## src/rtl/fft_pair_feeder.sv

```systemverilog
// fft_pair_feeder
//   Collects one frame of P = 2^LOG2_PTS complex samples in bit-reversed
//   order. It then drains the frame as P/2 adjacent butterfly pairs
//   (buf[2r], buf[2r+1]) on consecutive cycles, each with a unity twiddle.
//
// Handshake (input side): a sample transfers on a rising edge where
// in_valid && in_ready. in_ready is high exactly while in FILL and depends
// only on state, never on in_valid. The output side has no backpressure:
// out_valid marks each registered pair for exactly one cycle.
//
// Ports
//   clk, rst_n        clock, asynchronous active-low reset
//   in_valid/in_ready input handshake
//   in_data           {re[N-1:0], im[N-1:0]} sample
//   ifft_in           direction, captured with sample 0 of a frame
//   out_valid         data0/data1/w1/ifft hold a valid pair
//   data0, data1      even / odd operand of the pair
//   w1                twiddle {re, im} in Q1.14 (always 1.0 + j0)
//   ifft              direction latched for the frame being drained
//   frame_done        pulse with the last pair of a frame
//   dbg_state         FSM state (0 = FILL, 1 = DRAIN)
//   dbg_wcnt          write counter
//   dbg_rcnt          pair counter
module fft_pair_feeder #(
  parameter int N        = 28,
  parameter int LOG2_PTS = 3
) (
  input  logic                clk,
  input  logic                rst_n,
  input  logic                in_valid,
  output logic                in_ready,
  input  logic [2*N-1:0]      in_data,
  input  logic                ifft_in,
  output logic                out_valid,
  output logic [2*N-1:0]      data0,
  output logic [2*N-1:0]      data1,
  output logic [31:0]         w1,
  output logic                ifft,
  output logic                frame_done,
  output logic                dbg_state,
  output logic [LOG2_PTS-1:0] dbg_wcnt,
  output logic [LOG2_PTS-1:0] dbg_rcnt
);

  localparam int P = 1 << LOG2_PTS;
  localparam logic [LOG2_PTS-1:0] WLAST = LOG2_PTS'(P - 1);
  localparam logic [LOG2_PTS-1:0] RLAST = LOG2_PTS'(P / 2 - 1);
  localparam logic [LOG2_PTS-1:0] ONE   = LOG2_PTS'(1);
  localparam logic [31:0]         TW_ONE = 32'h4000_0000;

  typedef enum logic {FILL = 1'b0, DRAIN = 1'b1} state_t;

  state_t              state, state_nxt;
  logic [LOG2_PTS-1:0] wcnt, rcnt;
  logic [LOG2_PTS-1:0] rd0, rd1;
  logic                xfer;
  logic [2*N-1:0]      mem [P];

  function automatic logic [LOG2_PTS-1:0] bitrev(input logic [LOG2_PTS-1:0] a);
    logic [LOG2_PTS-1:0] r;
    for (int i = 0; i < LOG2_PTS; i++) r[i] = a[LOG2_PTS-1-i];
    return r;
  endfunction

  // FILL is the only state that accepts, so in_ready alone gates writes.
  assign xfer = in_valid && (state == FILL);

  // Pair r reads adjacent locations 2r and 2r+1.
  assign rd0 = LOG2_PTS'({rcnt, 1'b0});
  assign rd1 = rd0 | ONE;

  always_ff @(posedge clk or negedge rst_n) begin
    if (!rst_n) state <= FILL;
    else        state <= state_nxt;
  end

  always_comb begin
    state_nxt = state;
    in_ready  = 1'b0;
    case (state)
      FILL: begin
        in_ready = 1'b1;
        if (in_valid && wcnt == WLAST) state_nxt = DRAIN;
      end
      DRAIN: begin
        if (rcnt == RLAST) state_nxt = FILL;
      end
      default: state_nxt = FILL;
    endcase
  end

  always_ff @(posedge clk or negedge rst_n) begin
    if (!rst_n) begin
      wcnt       <= '0;
      rcnt       <= '0;
      out_valid  <= 1'b0;
      frame_done <= 1'b0;
      data0      <= '0;
      data1      <= '0;
      w1         <= '0;
      ifft       <= 1'b0;
    end else begin
      out_valid  <= 1'b0;
      frame_done <= 1'b0;
      if (xfer) begin
        wcnt <= wcnt + ONE;
        // Direction is only sampled at sample 0. The previous frame has
        // fully drained by then, so ifft is stable across each frame.
        if (wcnt == '0)   ifft <= ifft_in;
        if (wcnt == WLAST) rcnt <= '0;
      end
      if (state == DRAIN) begin
        data0      <= mem[rd0];
        data1      <= mem[rd1];
        w1         <= TW_ONE;
        out_valid  <= 1'b1;
        frame_done <= (rcnt == RLAST);
        rcnt       <= rcnt + ONE;
      end
    end
  end

  // Sample buffer; contents need no reset because every drained location
  // has been rewritten during the preceding FILL.
  always_ff @(posedge clk) begin
    if (xfer) mem[bitrev(wcnt)] <= in_data;
  end

  assign dbg_state = state;
  assign dbg_wcnt  = wcnt;
  assign dbg_rcnt  = rcnt;

endmodule
```

## config.mk

```make
export PLATFORM = sky130hd
export DESIGN_NAME = fft_pair_feeder
export DESIGN_NICKNAME = d
export VERILOG_FILES = /design/src/rtl/fft_pair_feeder.sv
export SDC_FILE = /design/constraint.sdc
export NUM_CORES = 1
export LEC_CHECK = 0
export CORE_UTILIZATION = 65
export DETAILED_ROUTE_END_ITERATION = 6
export DONT_BUFFER_PORTS = 1
export GPL_TIMING_DRIVEN = 0
export PLACE_DENSITY = 0.81
export REMOVE_ABC_BUFFERS = 1
export SYNTH_ARGS = -nofsm -noshare
export SYNTH_HDL_FRONTEND = slang
export SYNTH_SLANG_ARGS = --single-unit
```

## constraint.sdc

```tcl
create_clock -name clk -period 7.12 [get_ports clk]
set_input_delay 0.356 -clock clk [delete_from_list [all_inputs] [get_ports clk]]
set_output_delay 0.356 -clock clk [all_outputs]
set_load 0.02 [all_outputs]
```

==> results of run 1 <==
## critical path: stages (launching register included)
cell and delay (ns):
dfrtp_4 0.71, nor2b_1 0.74, and3_4 0.62, buf_16 0.33
## worst max-delay path by stage
stage,endpoint,slack (ns),depth (start not counted)
2_1_floorplan,dbg_rcnt[2]$_DFFE_PN0P_,-1.09,3
4_1_cts,mem[7][25]$_DFFE_PP_,4.37,3
3_3_place_gp,data0[37]$_DFFE_PN0P_,-4.30,2
3_5_place_dp,mem[7][43]$_DFFE_PP_,4.34,3
5_1_grt,mem[1][8]$_DFFE_PP_,4.26,3
6_report,mem[1][8]$_DFFE_PP_,4.37,3
## area by class of cell
cell class | count | area [um^2] | area share
repair buffers | 76 | 1070 | 0.0431
clock inverters | 21 | 240 | 0.00968
inverters | 5 | 18.8 | 0.000757
multi-input cells | 514 | 4810 | 0.194
flip-flops and latches | 571 | 16500 | 0.667
diodes | 1 | 2.50 | 0.000101
clock buffers | 80 | 1570 | 0.0633
well taps | 442 | 553 | 0.0223
## sequential cells by signal, indices dropped and copies added (netlist names)
| signal | count |
|---|---|
| mem | 448 |
| data0 | 56 |
| data1 | 56 |
| dbg_rcnt | 3 |
| dbg_wcnt | 3 |
| dbg_state | 1 |
| frame_done | 1 |
| ifft | 1 |
| out_valid | 1 |
| w1 | 1 |
## synth_stat cells, drive strengths merged (2+ instances only)
| cell type | count | area [um^2] |
|---|---|---|
| nand2b | 117 | 732 |
| o21ai | 2 | 10.0 |
| edfxtp | 448 | 13500 |
| mux2 | 2 | 22.5 |
| dfrtp | 123 | 3080 |
| buf | 77 | 597 |
| mux2i | 225 | 2250 |
| and3 | 5 | 31.3 |
| o221ai | 112 | 1420 |
| nand2 | 2 | 7.51 |
| clkbuf | 17 | 63.8 |
| ha | 8 | 100 |
| and2 | 4 | 25.0 |
| inv | 5 | 18.8 |
## what timing repair did
item	in CTS	in global routing
gates resized for setup	0	0
hold buffers	59	0
endpoints found under the hold margin	572	0
endpoints found under the setup margin	0	0
## power groups by stage
stage	Combinational, mW	Sequential (mW)	Clock (mW)
after CTS	2.49	5.17	2.90
final	2.46	5.16	2.87
after global routing	2.66	5.22	3.02
after detailed placement	2.39	5.23	0
after global placement	2.31	5.48	0
after floorplan	2.04	5.25	0
## through the flow
stage / setup TNS, ns / total power, mW
global placement: -488.56 / 7.79
global route: 0 / 10.9
finish: 0 / 10.5
detailed placement: 0 / 7.61
CTS: 0 / 10.6
floorplan: -108.23 / 7.28
## metal layers
layer	vias to the layer above	track usage
li1	4597	-
met1	5427	0.325
met2	374	0.421
met3	63	0.0572
met4	0	0.0826
met5	-	0
## kinds of logic (layout without fill, tap and decap cells)
logic type      count (synthesis)  after routing
fa+ha+maj                       8              8
compound gates                116            116
mux                           227            227
other cells                     1             32
xor+xnor                        1              1
simple gates                  131            131
flops                         571            571
buf+inv                        99            182
==> metrics.cfg, run 1 <==
[status]
outcome=completed

[layout]
fill_cells=1764
fin_nets=1290
final_common_cell=edfxtp_1
area_delta_synth_final_pct=13.5
final_cell_mix=448 x edfxtp_1, 225 x mux2i_1, 121 x dfrtp_1
drive_gt1_frac=0.146
stdcell_count=1710
finalInstanceArea_um2=24800
utilization=0.757

[routing]
top_layer_used=met4
postRouteWirelength_mm=42.4
ant_nets=0
route.met2.wl_mm=21.3
via_count=10461
drt-initial-drc-count=866
wirelength_met1_mm=17.2
first_pass_iters=4
wl_met3_mm=2.99
detail_route.wl_per_cell_um=24.8
via_per_inst=6.12
drc=0

[power]
power_frac_seq=0.492
p_sw_frac=0.327
switching_power_mw=3.43
p_int_mw=7.06
combinationalPowerShare=0.235
peakVddDrop_v=0.000457
pwr-share-clk=0.273
leakage_nw=8.84
powerDensity_nw_per_um2=423

[placed_design]
pre_cts_ws_ns=4.34
placed_cells_incl_taps=1549
gp_congestion=0.703
place_area_um2=22400
hpwl_mm=21.8
numPortBuffers=0

[synth]
synthSimpleGateAreaFrac=0.0375
synthMuxAreaShare=0.104
synth_compound_area_frac=0.0660
yosysSeqAreaShare=0.756
synth_ff_type=edfxtp_1
yosysUniqueCellTypes=26
async_reset_ff_frac=0.215
synth-edff-count=448
synth_area_um2=21900
ys_seq_elements=571
synth_xor_area_frac=0.000401
synth_warnings=0
synthAdderAreaFrac=0.00458
synth_area_per_cell_um2=18.9
synthCells=1154
synth_top_family_by_area=multiplexers

[clock_network]
clkLatencyLatePin_ns=0.56
cts_buffer_depth=3
cts.clk_slew.worst_paths_ns=0.06
h-tree-depth=2
cts_buffers=54
clockRootBuffer=clkbuf_16
cts_tree=yes
cts_sinks=571
post_cts_buffers=0

[critical_path]
r2r_cells=3
timing.rr.start=dbg_state$_DFF_PN0_
rrSetupSlack_ns=4.37
critical_path_required_ns=7.34
path_max_fanout=45
criticalPathCategory=flop to flop
cp.arrival_ns=2.98
r2r-end=mem[1][8]$_DFFE_PP_
cp-end-kind=flop
critPathLaunchType=flop
critPathLaunch=dbg_state$_DFF_PN0_

[floorplan]
die_height_um=185
dieArea_um2=34400
initial_core_util=0.667
core_um2=32800
io_pins=215
die_w_um=185
rows=66

[timing]
fin_skew_ns=0.0149
final_hold_viol_count=0
rsz0062_at_grt=false
hold_slack_ns=0.102
finalCritPeriodShare=0.387
setup_viol=0
max_freq_ghz=0.363
fin_crit_ns=2.75
slew_headroom=0.388
worst_slew_pin_slew_ns=0.918
layout_setup_ws_ns=4.37
final_max_slew_viol_count=0

[global_routing]
grt.overflow.total=0
grt_pass1_wl_mm=63.4
grt_max_degree=124
grt_use_total=0.251
antenna_found_initial=1
grt_pass1_vias=10989

[hold_path]
holdPathStages=2
worstHoldPathType=primary input to flop
min_from=in_valid
worstHoldEndpoint=dbg_rcnt[1]$_DFFE_PN0P_

[flow_run]
maxCapViolations=0

No activity file was read; power rests on OpenSTA's default activity.
==> run 2: changes to the inputs <==
--- a/config.mk
+++ b/config.mk
@@ -5,11 +5,12 @@
 export SDC_FILE = /design/constraint.sdc
 export NUM_CORES = 1
 export LEC_CHECK = 0
-export CORE_UTILIZATION = 65
+export ABC_AREA = 1
+export CORE_UTILIZATION = 57
 export DETAILED_ROUTE_END_ITERATION = 6
 export DONT_BUFFER_PORTS = 1
 export GPL_TIMING_DRIVEN = 0
-export PLACE_DENSITY = 0.81
+export PLACE_DENSITY = 0.75
 export REMOVE_ABC_BUFFERS = 1
 export SYNTH_ARGS = -nofsm -noshare
 export SYNTH_HDL_FRONTEND = slang
==> constraint.sdc (replaced) <==
create_clock -name clk -period 2.3 [get_ports clk]
set_input_delay 0.115 -clock clk [delete_from_list [all_inputs] [get_ports clk]]
set_output_delay 0.115 -clock clk [all_outputs]
set_load 0.02 [all_outputs]
==> run 2 against run 1 <==
  * The run now ends with negative hold slack left
  * Wire length increased by 29%
  * Clock-buffer cell count decreased by 3
  * Combinational power increased to 4.1 times the previous value
  * Clock power increased to 3.2 times the previous value
  * Sequential share of layout area decreased by 6.5 points
  * Total power increased to 3.3 times the previous value
  * Cell count increased by 75%
  * Largest cell class unchanged
==> metrics.cfg, run 2 <==
[routing]
first_pass_iters=7
postRouteWirelength_mm=54.6
drc=0
detail_route.wl_per_cell_um=18.2
via_per_inst=5.19
ant_nets=0
drt-initial-drc-count=1276
via_count=15532

[layout]
reg.largest.list=mem: 448 flops, data0: 56 flops, data1: 56 flops
final_cell_mix=906 x nand2_1, 456 x inv_1, 448 x edfxtp_1
largest_reg_flops=448
final_common_cell=nand2_1
finalInstanceArea_um2=27500
drive_gt1_frac=0.0744
regMostFlops=mem
area_delta_synth_final_pct=15.7
fin_nets=2480
utilization=0.671

[floorplan]
core_um2=40900
initial_core_util=0.580
dieArea_um2=42500
rows=74
die_height_um=206
io_pins=215
die_w_um=206

[placed_design]
pre_cts_ws_ns=-1.77
hpwl_mm=28.8
numPortBuffers=0
gp_congestion=0.733
place_area_um2=24500

[synth]
synthAdderAreaFrac=0.00422
synth_most_common_cell=nand2_1
ys_top_cells_by_area=edfxtp_1 57%, nand2_1 14%, dfrtp_1 13%
synthDominantCellAreaShare=0.567
synth_ff_type=edfxtp_1
synth_area_um2=23700
yosysSeqAreaShare=0.697
yosysTopAreaCell=edfxtp_1
async_reset_ff_frac=0.215
synth_xor_area_frac=0.000369
synthSimpleGateAreaFrac=0.193
synthMuxAreaShare=0
synthTopCellsByCount=907 x nand2_1, 457 x inv_1, 448 x edfxtp_1
synth_top_family_by_area=simple AND/OR/NAND/NOR gates
synth_warnings=0
synthCells=2319
synth_compound_area_frac=0.00132
synth-edff-count=448
yosysUniqueCellTypes=22
ys_seq_elements=571
synth_area_per_cell_um2=10.2

[timing]
setup_viol=0
final_hold_viol_count=123
hold_slack_ns=-0.802
tns_ns=0
layout_setup_ws_ns=0.0319
final_max_slew_viol_count=0
fin_crit_ns=2.27
worst_slew_pin_slew_ns=0.544
slew_headroom=0.637
finalCritPeriodShare=0.986
fin_skew_ns=0.0147
max_freq_ghz=0.441

[critical_path]
cp.buffers_inverters=5
cp-end-kind=flop
critPathTopFamily=buffers and inverters
critical_path_required_ns=2.61
criticalPathCategory=flop to flop
max_stage_delay_ns=0.62
crit_top_cell=buf_6
critical_path.slowest_cell=dfrtp_4
cp.arrival_ns=2.58
crit_chain=buf_16 -> inv_16 -> nand2_8 -> nor3_4 -> buf_4 -> buf_6 -> buf_6
path_max_fanout=27
critPathLaunchType=flop

[hold_path]
worstHoldPathType=primary input to async pin

[global_routing]
grt_pass1_vias=15249
antenna_found_initial=2
grt_max_degree=124
grt.overflow.total=0
grt_pass1_wl_mm=83.2
grt_use_total=0.261

[power]
powerDensity_nw_per_um2=1270
peakVddDrop_v=0.000975
leakage_nw=12.9

[clock_network]
cts.clk_slew.worst_paths_ns=0.06
clockRootBuffer=clkbuf_16
ctsHoldBuffers=62
clkLatencyLatePin_ns=0.60
cts_tree=yes
cts_buffer_depth=3
cts_buffers=56
cts_sinks=571
h-tree-depth=2

[flow_run]
maxCapViolations=0

[status]
violations=negative hold slack
outcome=finished, violations left

[run 2: cell count changes in the layout (fill, tap and decap cells not counted), sizes merged, moves of 112 or more]
cell	before	now
inv	6	466
mux2i	225	0
nand2	2	907
nand2b	117	0
nand3	0	224
o221ai	112	0
[run 2: cell type report]
type                    instances  area [um^2]
inverters                     460         1790
clock buffers                  77         1610
flip-flops and latches        571        16500
clock inverters                29          241
repair inverters                3         26.3
multi-input cells            1187         4910
well taps                     532          666
fillers                      2890        13500
diodes                          2         5.00
repair buffers                133         1670
[run 2: path summary, 6_finish.rpt]
| check | startpoint | slack (ns) | end | depth (start not counted) |
|---|---|---|---|---|
| worst max-delay path | dbg_state$_DFF_PN0_ | 0.03 | mem[5][29]$_DFFE_PP_ | 7 |
| worst min-delay path | rst_n | -0.80 | data0[39]$_DFFE_PN0P_ | 0 |
| worst max register to register | dbg_state$_DFF_PN0_ | 0.03 | mem[5][29]$_DFFE_PP_ | 7 |
| worst min register to register | w1[30]$_DFFE_PN0P_ | 0.62 | w1[30]$_DFFE_PN0P_ | 1 |
| max in group asynchronous | rst_n | 2.91 | data1[42]$_DFFE_PN0P_ | 0 |
| min in group clk | ifft_in | 0.18 | ifft$_DFFE_PN0P_ | 3 |
[run 2: what timing repair did]
action | in CTS | in global routing
buffers inserted | 21 | 6
endpoints found under the hold margin | 595 | 123
gates resized for setup | 17 | 4
pin swaps | 6 | 5
setup endpoints to repair | 537 | 185
cloned | 5 | 2
[run 2: routing by layer]
layer / track usage / vias up / share of wire
met2: 0.440 / 659 / 0.49
met5: 0 / - / 0
met1: 0.339 / 7434 / 0.40
li1: - / 7313 / -
met4: 0.0956 / 0 / 0.031
met3: 0.0495 / 126 / 0.081
[run 2: report_power, final]
part / switching [mW] / internal [mW]
Sequential: 2.58 / 13.1
Clock: 3.83 / 5.25
Combinational: 6.77 / 3.29
[run 2: cell families after synthesis]
family / after synthesis
flip-flops: 571
other: 1
AND/OR/NAND/NOR: 1141
XOR/XNOR: 1
adder cells (fa/ha/maj): 8
AO/OA/AOI/OAI: 6
buffers and inverters: 591
[run 2: stage by stage]
stage          power (mW)  cells
2_1_floorplan        20.9   2218
3_3_place_gp         21.0   2750
3_5_place_dp         24.7   2792
4_1_cts              34.9   2984
5_1_grt              36.7   2993
6_report             34.9   2994
[run 2: worst register-to-register path, stage by stage, from the launching register on]
cell and delay [ns]:
dfrtp_4 0.62, buf_16 0.21, inv_16 0.13, nand2_8 0.16, nor3_4 0.28, buf_4 0.19
buf_6 0.17, buf_6 0.20
